==> src/rtl/pad_cfg_pkg.sv <==
// pad_cfg_pkg: shared sizes, reset defaults, FSM state and request record for pad_cfg_ctrl.
// Latency: n/a (types and constants only).
// Backpressure: n/a.
package pad_cfg_pkg;

    localparam int N_IO        = 48;
    localparam int NBIT_PADCFG = 6;
    localparam int MUX_W       = 2;
    localparam int NREQ        = 2;
    localparam int PAD_IDX_W   = 6;

    localparam logic [NBIT_PADCFG-1:0] DEFAULT_CFG = 6'h01;
    // tck, ref_clk and rstn pads must never be reconfigured at runtime
    localparam logic [N_IO-1:0]        RSVD_MASK   = 48'h0000_0000_0061;

    typedef enum logic {
        INIT,
        RUN
    } state_t;

    typedef struct packed {
        logic [PAD_IDX_W-1:0]   pad;
        logic [NBIT_PADCFG-1:0] cfg;
        logic [MUX_W-1:0]       mux;
    } pad_req_t;

    // A pad is writable only if it exists and is not reserved
    function automatic logic pad_writable(input logic [PAD_IDX_W-1:0] pad);
        logic [63:0] mask_ext;
        mask_ext = 64'(RSVD_MASK);
        return (pad < PAD_IDX_W'(N_IO)) && !mask_ext[pad];
    endfunction

endpackage

==> src/rtl/pad_cfg_ctrl_rr_arbiter.sv <==
// rr_arbiter: round-robin grant over N requesters, pointer advances past each winner.
// Latency: grant is combinational in the request cycle; pointer updates at the clock edge.
// Backpressure: no grant while en_i is low; unserved requesters simply wait.
module rr_arbiter #(
    parameter  int N  = 2,
    localparam int IW = (N > 1) ? $clog2(N) : 1
) (
    input  logic          clk_i,
    input  logic          rst_i,
    input  logic          en_i,
    input  logic [N-1:0]  req_i,
    output logic [N-1:0]  gnt_o,
    output logic [IW-1:0] gnt_idx_o,
    output logic          gnt_vld_o
);

    logic [IW-1:0] ptr_q;

    // Scan from the pointer, wrapping; first valid requester wins
    always_comb begin
        logic          found;
        logic [IW-1:0] j;
        found     = 1'b0;
        j         = '0;
        gnt_o     = '0;
        gnt_idx_o = '0;
        for (int k = 0; k < N; k++) begin
            j = IW'((int'(ptr_q) + k) % N);
            if (en_i && !found && req_i[j]) begin
                found     = 1'b1;
                gnt_idx_o = j;
                gnt_o[j]  = 1'b1;
            end
        end
        gnt_vld_o = found;
    end

    always_ff @(posedge clk_i) begin
        if (rst_i) begin
            ptr_q <= '0;
        end else if (gnt_vld_o) begin
            ptr_q <= (gnt_idx_o == IW'(N - 1)) ? '0 : gnt_idx_o + IW'(1);
        end
    end

endmodule

==> src/rtl/pad_cfg_ctrl.sv <==
// pad_cfg_ctrl: per-pad config/mux registers, default walk after reset, RR-arbitrated runtime writes.
// Latency: INIT walk takes N_IO cycles; an accepted write lands and pulses resp one cycle later.
// Backpressure: req_ready_o is the one-hot grant, held 0 during INIT. Optional PAD_CFG_LOCK_EN adds lock_i.
module pad_cfg_ctrl
    import pad_cfg_pkg::*;
(
    input  logic                          clk_i,
    input  logic                          rst_i,
`ifdef PAD_CFG_LOCK_EN
    input  logic                          lock_i,
`endif
    input  logic [NREQ-1:0]               req_valid_i,
    output logic [NREQ-1:0]               req_ready_o,
    input  logic [NREQ*PAD_IDX_W-1:0]     req_pad_i,
    input  logic [NREQ*NBIT_PADCFG-1:0]   req_cfg_i,
    input  logic [NREQ*MUX_W-1:0]         req_mux_i,
    output logic [NREQ-1:0]               resp_valid_o,
    output logic                          resp_err_o,
    output logic [N_IO*NBIT_PADCFG-1:0]   pad_cfg_o,
    output logic [N_IO*MUX_W-1:0]         pad_mux_o,
    output logic                          init_done_o
);

    localparam int IW = (NREQ > 1) ? $clog2(NREQ) : 1;

    state_t                 state_q;
    logic [PAD_IDX_W-1:0]   cnt_q;
    logic [NBIT_PADCFG-1:0] cfg_q [N_IO];
    logic [MUX_W-1:0]       mux_q [N_IO];
    logic [NREQ-1:0]        resp_valid_q;
    logic                   resp_err_q;
    logic                   init_done_q;

    pad_req_t               req [NREQ];
    pad_req_t               sel;
    logic [NREQ-1:0]        gnt;
    logic [IW-1:0]          gnt_idx;
    logic                   gnt_vld;
    logic                   wr_ok;

    genvar g;
    generate
        for (g = 0; g < NREQ; g++) begin : g_req
            assign req[g].pad = req_pad_i[g*PAD_IDX_W +: PAD_IDX_W];
            assign req[g].cfg = req_cfg_i[g*NBIT_PADCFG +: NBIT_PADCFG];
            assign req[g].mux = req_mux_i[g*MUX_W +: MUX_W];
        end
        for (g = 0; g < N_IO; g++) begin : g_pad
            assign pad_cfg_o[g*NBIT_PADCFG +: NBIT_PADCFG] = cfg_q[g];
            assign pad_mux_o[g*MUX_W +: MUX_W]             = mux_q[g];
        end
    endgenerate

    rr_arbiter #(
        .N (NREQ)
    ) u_arb (
        .clk_i     (clk_i),
        .rst_i     (rst_i),
        .en_i      (state_q == RUN),
        .req_i     (req_valid_i),
        .gnt_o     (gnt),
        .gnt_idx_o (gnt_idx),
        .gnt_vld_o (gnt_vld)
    );

    assign sel = req[gnt_idx];

`ifdef PAD_CFG_LOCK_EN
    logic lock_prev_q;
    logic locked_q;

    // Sticky lock armed by a rising lock_i once running; only reset clears it
    always_ff @(posedge clk_i) begin
        if (rst_i) begin
            lock_prev_q <= 1'b0;
            locked_q    <= 1'b0;
        end else begin
            lock_prev_q <= lock_i;
            if (state_q == RUN && lock_i && !lock_prev_q) begin
                locked_q <= 1'b1;
            end
        end
    end

    assign wr_ok = pad_writable(sel.pad) && !locked_q;
`else
    assign wr_ok = pad_writable(sel.pad);
`endif

    always_ff @(posedge clk_i) begin
        if (rst_i) begin
            state_q      <= INIT;
            cnt_q        <= '0;
            init_done_q  <= 1'b0;
            resp_valid_q <= '0;
            resp_err_q   <= 1'b0;
            for (int i = 0; i < N_IO; i++) begin
                cfg_q[i] <= DEFAULT_CFG;
                mux_q[i] <= '0;
            end
        end else begin
            case (state_q)
                INIT: begin
                    resp_valid_q  <= '0;
                    resp_err_q    <= 1'b0;
                    cfg_q[cnt_q]  <= DEFAULT_CFG;
                    mux_q[cnt_q]  <= '0;
                    if (cnt_q == PAD_IDX_W'(N_IO - 1)) begin
                        state_q     <= RUN;
                        init_done_q <= 1'b1;
                    end else begin
                        cnt_q <= cnt_q + PAD_IDX_W'(1);
                    end
                end
                RUN: begin
                    resp_valid_q <= gnt;
                    resp_err_q   <= gnt_vld && !wr_ok;
                    if (gnt_vld && wr_ok) begin
                        cfg_q[sel.pad] <= sel.cfg;
                        mux_q[sel.pad] <= sel.mux;
                    end
                end
                default: begin
                    state_q <= INIT;
                    cnt_q   <= '0;
                end
            endcase
        end
    end

    assign req_ready_o  = gnt;
    assign resp_valid_o = resp_valid_q;
    assign resp_err_o   = resp_err_q;
    assign init_done_o  = init_done_q;

endmodule

==> config.mk <==
export PLATFORM = sky130hd
export DESIGN_NAME = pad_cfg_ctrl
export DESIGN_NICKNAME = d
export VERILOG_FILES = /design/src/rtl/pad_cfg_pkg.sv /design/src/rtl/pad_cfg_ctrl_rr_arbiter.sv /design/src/rtl/pad_cfg_ctrl.sv
export SDC_FILE = /design/constraint.sdc
export NUM_CORES = 1
export LEC_CHECK = 0
export BUFFER_PORTS_ARGS = -buffer_cell sky130_fd_sc_hd__buf_2
export CORE_MARGIN = 2
export CORE_UTILIZATION = 40
export CTS_CLUSTER_SIZE = 40
export DETAILED_ROUTE_END_ITERATION = 10
export SYNTH_ARGS = -nofsm -noshare
export SYNTH_HDL_FRONTEND = slang
export SYNTH_HIERARCHICAL = 1
export SYNTH_SLANG_ARGS = --single-unit
==> constraint.sdc <==
create_clock -name clk_i -period 5.1 [get_ports clk_i]
set_input_delay 0.255 -clock clk_i [delete_from_list [all_inputs] [get_ports clk_i]]
set_output_delay 0.255 -clock clk_i [all_outputs]
set_load 0.03 [all_outputs]
==> results of run 1 <==
-- per-layer routing --
metal	up-vias	GRT usage, %	share of wire (%)
met1	5705	33.10	40
met2	605	39.65	47
met4	2	9.984	3.6
met5	-	0	0.013
li1	5089	-	-
met3	108	6.677	9.2
-- registers in the layout, summed over array words and instances, names as in the netlist, named ones only --
register      flops
cfg_q           288
mux_q            96
cnt_q             6
resp_valid_o      2
init_done_o       1
resp_err_o        1
state_q           1
-- timing repair --
item / CTS / global route
setup endpoints to repair: 0 / 0
hold endpoints to repair: 1 / 0
hold buffers: 1 / 0
-- placed cells by master, fill, tap and decap left out, types with 8 or more instances in the layout --
cell type,synthesis,final
buf_2,65,421
clkbuf_1,59,8
mux2i_1,18,11
clkbuf_16,0,43
clkinv_1,1,11
inv_1,12,12
nor2_1,19,19
a31o_2,26,26
buf_4,3,55
o31ai_1,25,16
nor3_1,341,341
nand3_1,26,26
or3_1,34,34
edfxtp_1,384,384
nand2_1,17,17
o31ai_2,1,9
dfxtp_1,12,12
-- cell type report --
type,count,area share [%]
clock buffer,51,5.534
clock inverter,24,1.208
inverter,14,0.2629
multi-input combinational,583,17.99
sequential,396,58.90
tap,518,3.243
timing repair buffer,479,12.86
-- final timing paths --
path	from	endpoint	cells past startpoint
worst min-delay path	req_valid_i[0]	register	3
worst max register to register	state_q	cfg_q[26][4]	11
worst max-delay path	state_q	cfg_q[26][4]	11
worst min register to register	init_done_o	init_done_o	2
-- worst min-delay path, cell delays in order --
cell,delay [ns]
buf_2,0.14
a21oi_1,0.14
a311oi_1,0.05
-- report_power, final --
group          internal [W]  switching [W]  leakage [nW]
sequential          0.00366      0.0000367          3.90
combinational      0.000124       0.000440          2.70
clock               0.00175        0.00127         0.658
total               0.00554        0.00175          7.25
-- per-stage QoR --
stage / cells / hold WS [ns] / util, % / power, W
finish: 2065 / 0.07583 / 51.35 / 0.007284
global route: 2065 / 0.09036 / 51.35 / 0.007477
CTS: 2065 / 0.03935 / 51.35 / 0.007324
detailed placement: 1989 / 0.4652 / 47.87 / 0.004328
global placement: 1989 / 0.4562 / 47.87 / 0.004323
floorplan: 1124 / 0.3330 / - / 0.004097
-- logic make-up after synthesis --
family	Yosys count	share of synthesized area [%]
buffers and inverters	145	4.113
muxes	27	1.816
DFF	396	74.27
adders and majority gates	2	0.1579
xor gates and xnor gates	4	0.2211
AOI/OAI and AO/OA	95	4.871
and+or+nand+nor	455	14.56
==> results.toml, run 1 <==
[outcome]
run_status = "complete, no violations"

[grt]
grt_max_degree = 111
grt_pass1_vias = 11090
antenna_found_initial = 1
grt_pass1_wl_um = 75470
grt_usage_pct = 25.09
overflow = 0

[logic_synthesis]
synthFlopType = "edfxtp_1"
ys_ff_latch = 396
synth_cell_types = 54
netlist_instances = 1124
yosys.area.top_type = "edfxtp_1"
yosys-top-cells-count = "384 x edfxtp_1, 341 x nor3_1, 65 x buf_2"
yosys-top-cells-area = "edfxtp_1 73%, nor3_1 11%, buf_2 2.1%, dfxtp_1 1.5%, a31o_2 1.4%"
avgSynthCellArea_sq_um = 14.10
ys_warn_count = 6
ys_seq_area_share_pct = 74.27
postSynth.asyncResetShare_pct = 0
synth_nets = 1158
synth_edf_count = 384
synthMostInstantiatedCell = "edfxtp_1"
synth_top_area_share_pct = 72.75
syn-cell-area_sq_mm = 0.01585

[layout]
multiInputGateArea_sq_mm = 0.003596
final_net_count = 1550
design_area_sq_mm = 0.01999
antenna_cells = 0
register_area_sq_mm = 0.01177
drive_gt1_share_pct = 38.46
syn_to_final_growth_pct = 26.09
fill_cells = 3407

[cts]
numCtsBuffers = 42
ctsResizeCount = 0
post_cts_buffers = 0
clk_pin_slew_ns = 0.06
worstSkewPairLatency_ns = 0.56
cts_root_buffer = "clkbuf_16"
clk_path_buf_depth = 3
cts_num_sinks = 396
htreeDepth = 2
cts_tree = "built"

[timing]
rsz0062_at_grt = "false"
hold_viol_final = 0
worst_slew_pin_slew_ns = 1.147
timing.fmax_mhz = 246.2
maxSlewHeadroom_pct = 23.06
setup_viol = 0
setup_tns_ns = 0
final.min_clock_period_ns = 4.062
skew_ns = 0.01356
finalCritPeriodShare_pct = 79.65
maxSlewViolCount = 0
worst_slack_ns = 1.038

[die]
die_h_um = 203.1
die_width_um = 203.1
start_util_pct = 40.73
die_area_sq_mm = 0.04123
coreArea_sq_mm = 0.03892
std_cell_rows = 72
ios = 422

[critical_path]
r2r_slack_ns = 1.04
slowest_delay_ns = 0.90
worstPathCellList = "buf_4 -> nand2_1 -> a21oi_4 -> buf_4 -> nor2b_1 -> a21oi_1 -> ha_1 -> mux2i_2 -> o31ai_4 -> mux2i_1 -> o31ai_2"
crit_family = "compound AO/OA/AOI/OAI gates"
crit_path_end_kind = "register"
critical_path_class = "reg2reg"
worstPathMaxFanout = 20
cpMostUsedCell = "buf_4"
required_ns = 5.28
cp_data_arrival_time_ns = 4.25
critPathSlowestCell = "o31ai_2"
crit_path_start_kind = "register"
path_buf_inv = 2

[placed_design]
dp_hpwl_um = 36040
place_area_sq_mm = 0.01863
port_buffers = 421
gp_congestion = 0.8511
pre_cts_ws_ns = 1.005

[routing]
num_vias = 11510
first_pass_iters = 7
wl_per_cell_um = 25.58
remaining_drc_errors = 0
ant_nets = 0
drt_iter0_drc = 966
totalWireLength_um = 52820
viasPerCell = 5.573

[power_and_ir_drop]
vdd_drop_max_mv = 0.2485
power_density_mw_per_mm2 = 364.5
leakage_nw = 7.250

[job]
maxCapViolCount = 0

[worst_hold_path]
min_path_type = "in2reg"
No activity file was read; power rests on OpenSTA's default activity.
==> inputs of run 2 (changes only) <==
Settings changed: PLACE_DENSITY set to 0.66.
Clock period 5.1 ns to 3.6 ns, I/O delays scaled along.
==> run 2 against run 1 <==
Net effect:
- combinational power up 42%
- wire length up 1.3%
- clock skew up 0.012 ns
- largest cell class unchanged
==> results.toml, run 2 (synthesis results as in run 1) <==
[outcome]
run_status = "complete, no violations"

[timing]
rsz0062_at_grt = "false"
skew_ns = 0.02524
maxSlewHeadroom_pct = 26.16
finalCritPeriodShare_pct = 94.93
maxSlewViolCount = 0
timing.fmax_mhz = 292.6
final.min_clock_period_ns = 3.418
hold_viol_final = 0
setup_viol = 0
worst_slew_pin_slew_ns = 1.103

[layout]
final_util_pct = 52.19
drive_gt1_share_pct = 40.32
largest_register_ffs = 288
final_cell_mix = "421 x buf_2, 384 x edfxtp_1, 341 x nor3_1"
final_net_count = 1576
regMostFlops = "cfg_q"
reg_top3 = "cfg_q: 288 flops, mux_q: 96 flops, cnt_q: 6 flops"
final_common_cell = "buf_2"
syn_to_final_growth_pct = 28.15
design_area_sq_mm = 0.02031

[grt]
overflow = 0
grt_pass1_wl_um = 76040
antenna_found_initial = 5
grt_max_degree = 51
grt_usage_pct = 25.35
grt_pass1_vias = 11190

[die]
std_cell_rows = 72
die_area_sq_mm = 0.04123
ios = 422
start_util_pct = 40.73
die_width_um = 203.1
die_h_um = 203.1
coreArea_sq_mm = 0.03892

[cts]
worstSkewPairLatency_ns = 0.57
cts_root_buffer = "clkbuf_16"
cts_tree = "built"
numCtsBuffers = 42
clk_pin_slew_ns = 0.06
clk_path_buf_depth = 3
htreeDepth = 2
cts_num_sinks = 396

[power_and_ir_drop]
leakage_nw = 7.403
power_density_mw_per_mm2 = 514.7
vdd_drop_max_mv = 0.3146

[placed_design]
port_buffers = 421
place_area_sq_mm = 0.01888
gp_congestion = 0.9017
dp_hpwl_um = 36940

[critical_path]
slowest_delay_ns = 0.44
crit_family = "compound AO/OA/AOI/OAI gates"
cp_data_arrival_time_ns = 3.68
critPathSlowestCell = "o31ai_4"
crit_path_start_kind = "register"
path_buf_inv = 4
critical_path_class = "reg2reg"
required_ns = 3.86
worstPathMaxFanout = 17
crit_path_end_kind = "register"
cpMostUsedCell = "buf_4"
worstPathCellList = "inv_1 -> a21oi_4 -> buf_4 -> nor2b_1 -> a21oi_1 -> ha_1 -> mux2i_2 -> o31ai_4 -> buf_4 -> mux2_2 -> o31ai_2 -> buf_4"

[job]
maxCapViolCount = 0

[worst_hold_path]
min_path_type = "in2reg"

[routing]
drt_iter0_drc = 1042
first_pass_iters = 7
viasPerCell = 5.615
remaining_drc_errors = 0
num_vias = 11760
ant_nets = 0
wl_per_cell_um = 25.54
totalWireLength_um = 53500
-- run 2: cell types whose count changed in the layout (fill, tap and decap cells not counted), sizes merged, moves of 2 or more --
cell      change
inv           +3
diode         +2
buf          +26
clkinvlp      +3
clkinv        -4
-- run 2: worst paths after layout --
path	start	endpoint	slack, ns	cells past startpoint
worst max-delay path	register	cfg_q[3][2]	0.18	12
worst min register to register	init_done_o	init_done_o	0.50	2
worst min-delay path	req_valid_i[0]	register	0.06	3
worst max register to register	register	cfg_q[3][2]	0.18	12
-- run 2: power breakdown --
part / switching (W) / leakage, nW / internal (W)
logic: 0.000617 / 2.83 / 0.000186
registers: 0.0000573 / 3.90 / 0.00518
clock network: 0.00184 / 0.677 / 0.00257
total: 0.00252 / 7.40 / 0.00794
-- run 2: stage by stage --
stage | power, W | instances | hold slack [ns] | setup slack, ns | setup TNS [ns]
3_3_place_gp | 0.006130 | 2015 | 0.4392 | 0.1231 | 0
5_1_grt | 0.01072 | 2093 | 0.03717 | 0.001026 | 0
4_1_cts | 0.01050 | 2093 | 0.03094 | 0.07727 | 0
3_5_place_dp | 0.006137 | 2015 | 0.4464 | 0.08866 | 0
6_report | 0.01045 | 2095 | 0.06474 | 0.1825 | 0
2_1_floorplan | 0.005805 | 1124 | 0.2580 | -0.07100 | -4.386
-- run 2: layout make-up --
| class | count | area [sq um] |
|---|---|---|
| antenna | 2 | 5.005 |
| sequential | 396 | 11770 |
| multi-input combinational | 583 | 3637 |
| clock buffer | 50 | 1101 |
| fill | 3341 | 18610 |
| timing repair buffer | 505 | 2803 |
| inverter | 14 | 52.55 |
| clock inverter | 27 | 294.0 |
| tap | 518 | 648.1 |
-- run 2: worst min-delay path, delay by kind of cell --
family	cells	cell delay (ns)
AOI/OAI and AO/OA	2	0.24
buffers and inverters	1	0.14
-- run 2: timing repair --
item | CTS | global route
hold buffers | 1 | 0
setup buffers | 0 | 0
resized for setup | 0 | 5
endpoints found under the hold margin | 1 | 0
setup endpoints to repair | 0 | 70
-- run 2: per-layer routing --
layer  share of wire [%]  GRT usage, %
met3                 9.6         6.437
met5               0.052             0
met4                 3.6         9.307
met2                  47         40.18
met1                  40         33.87
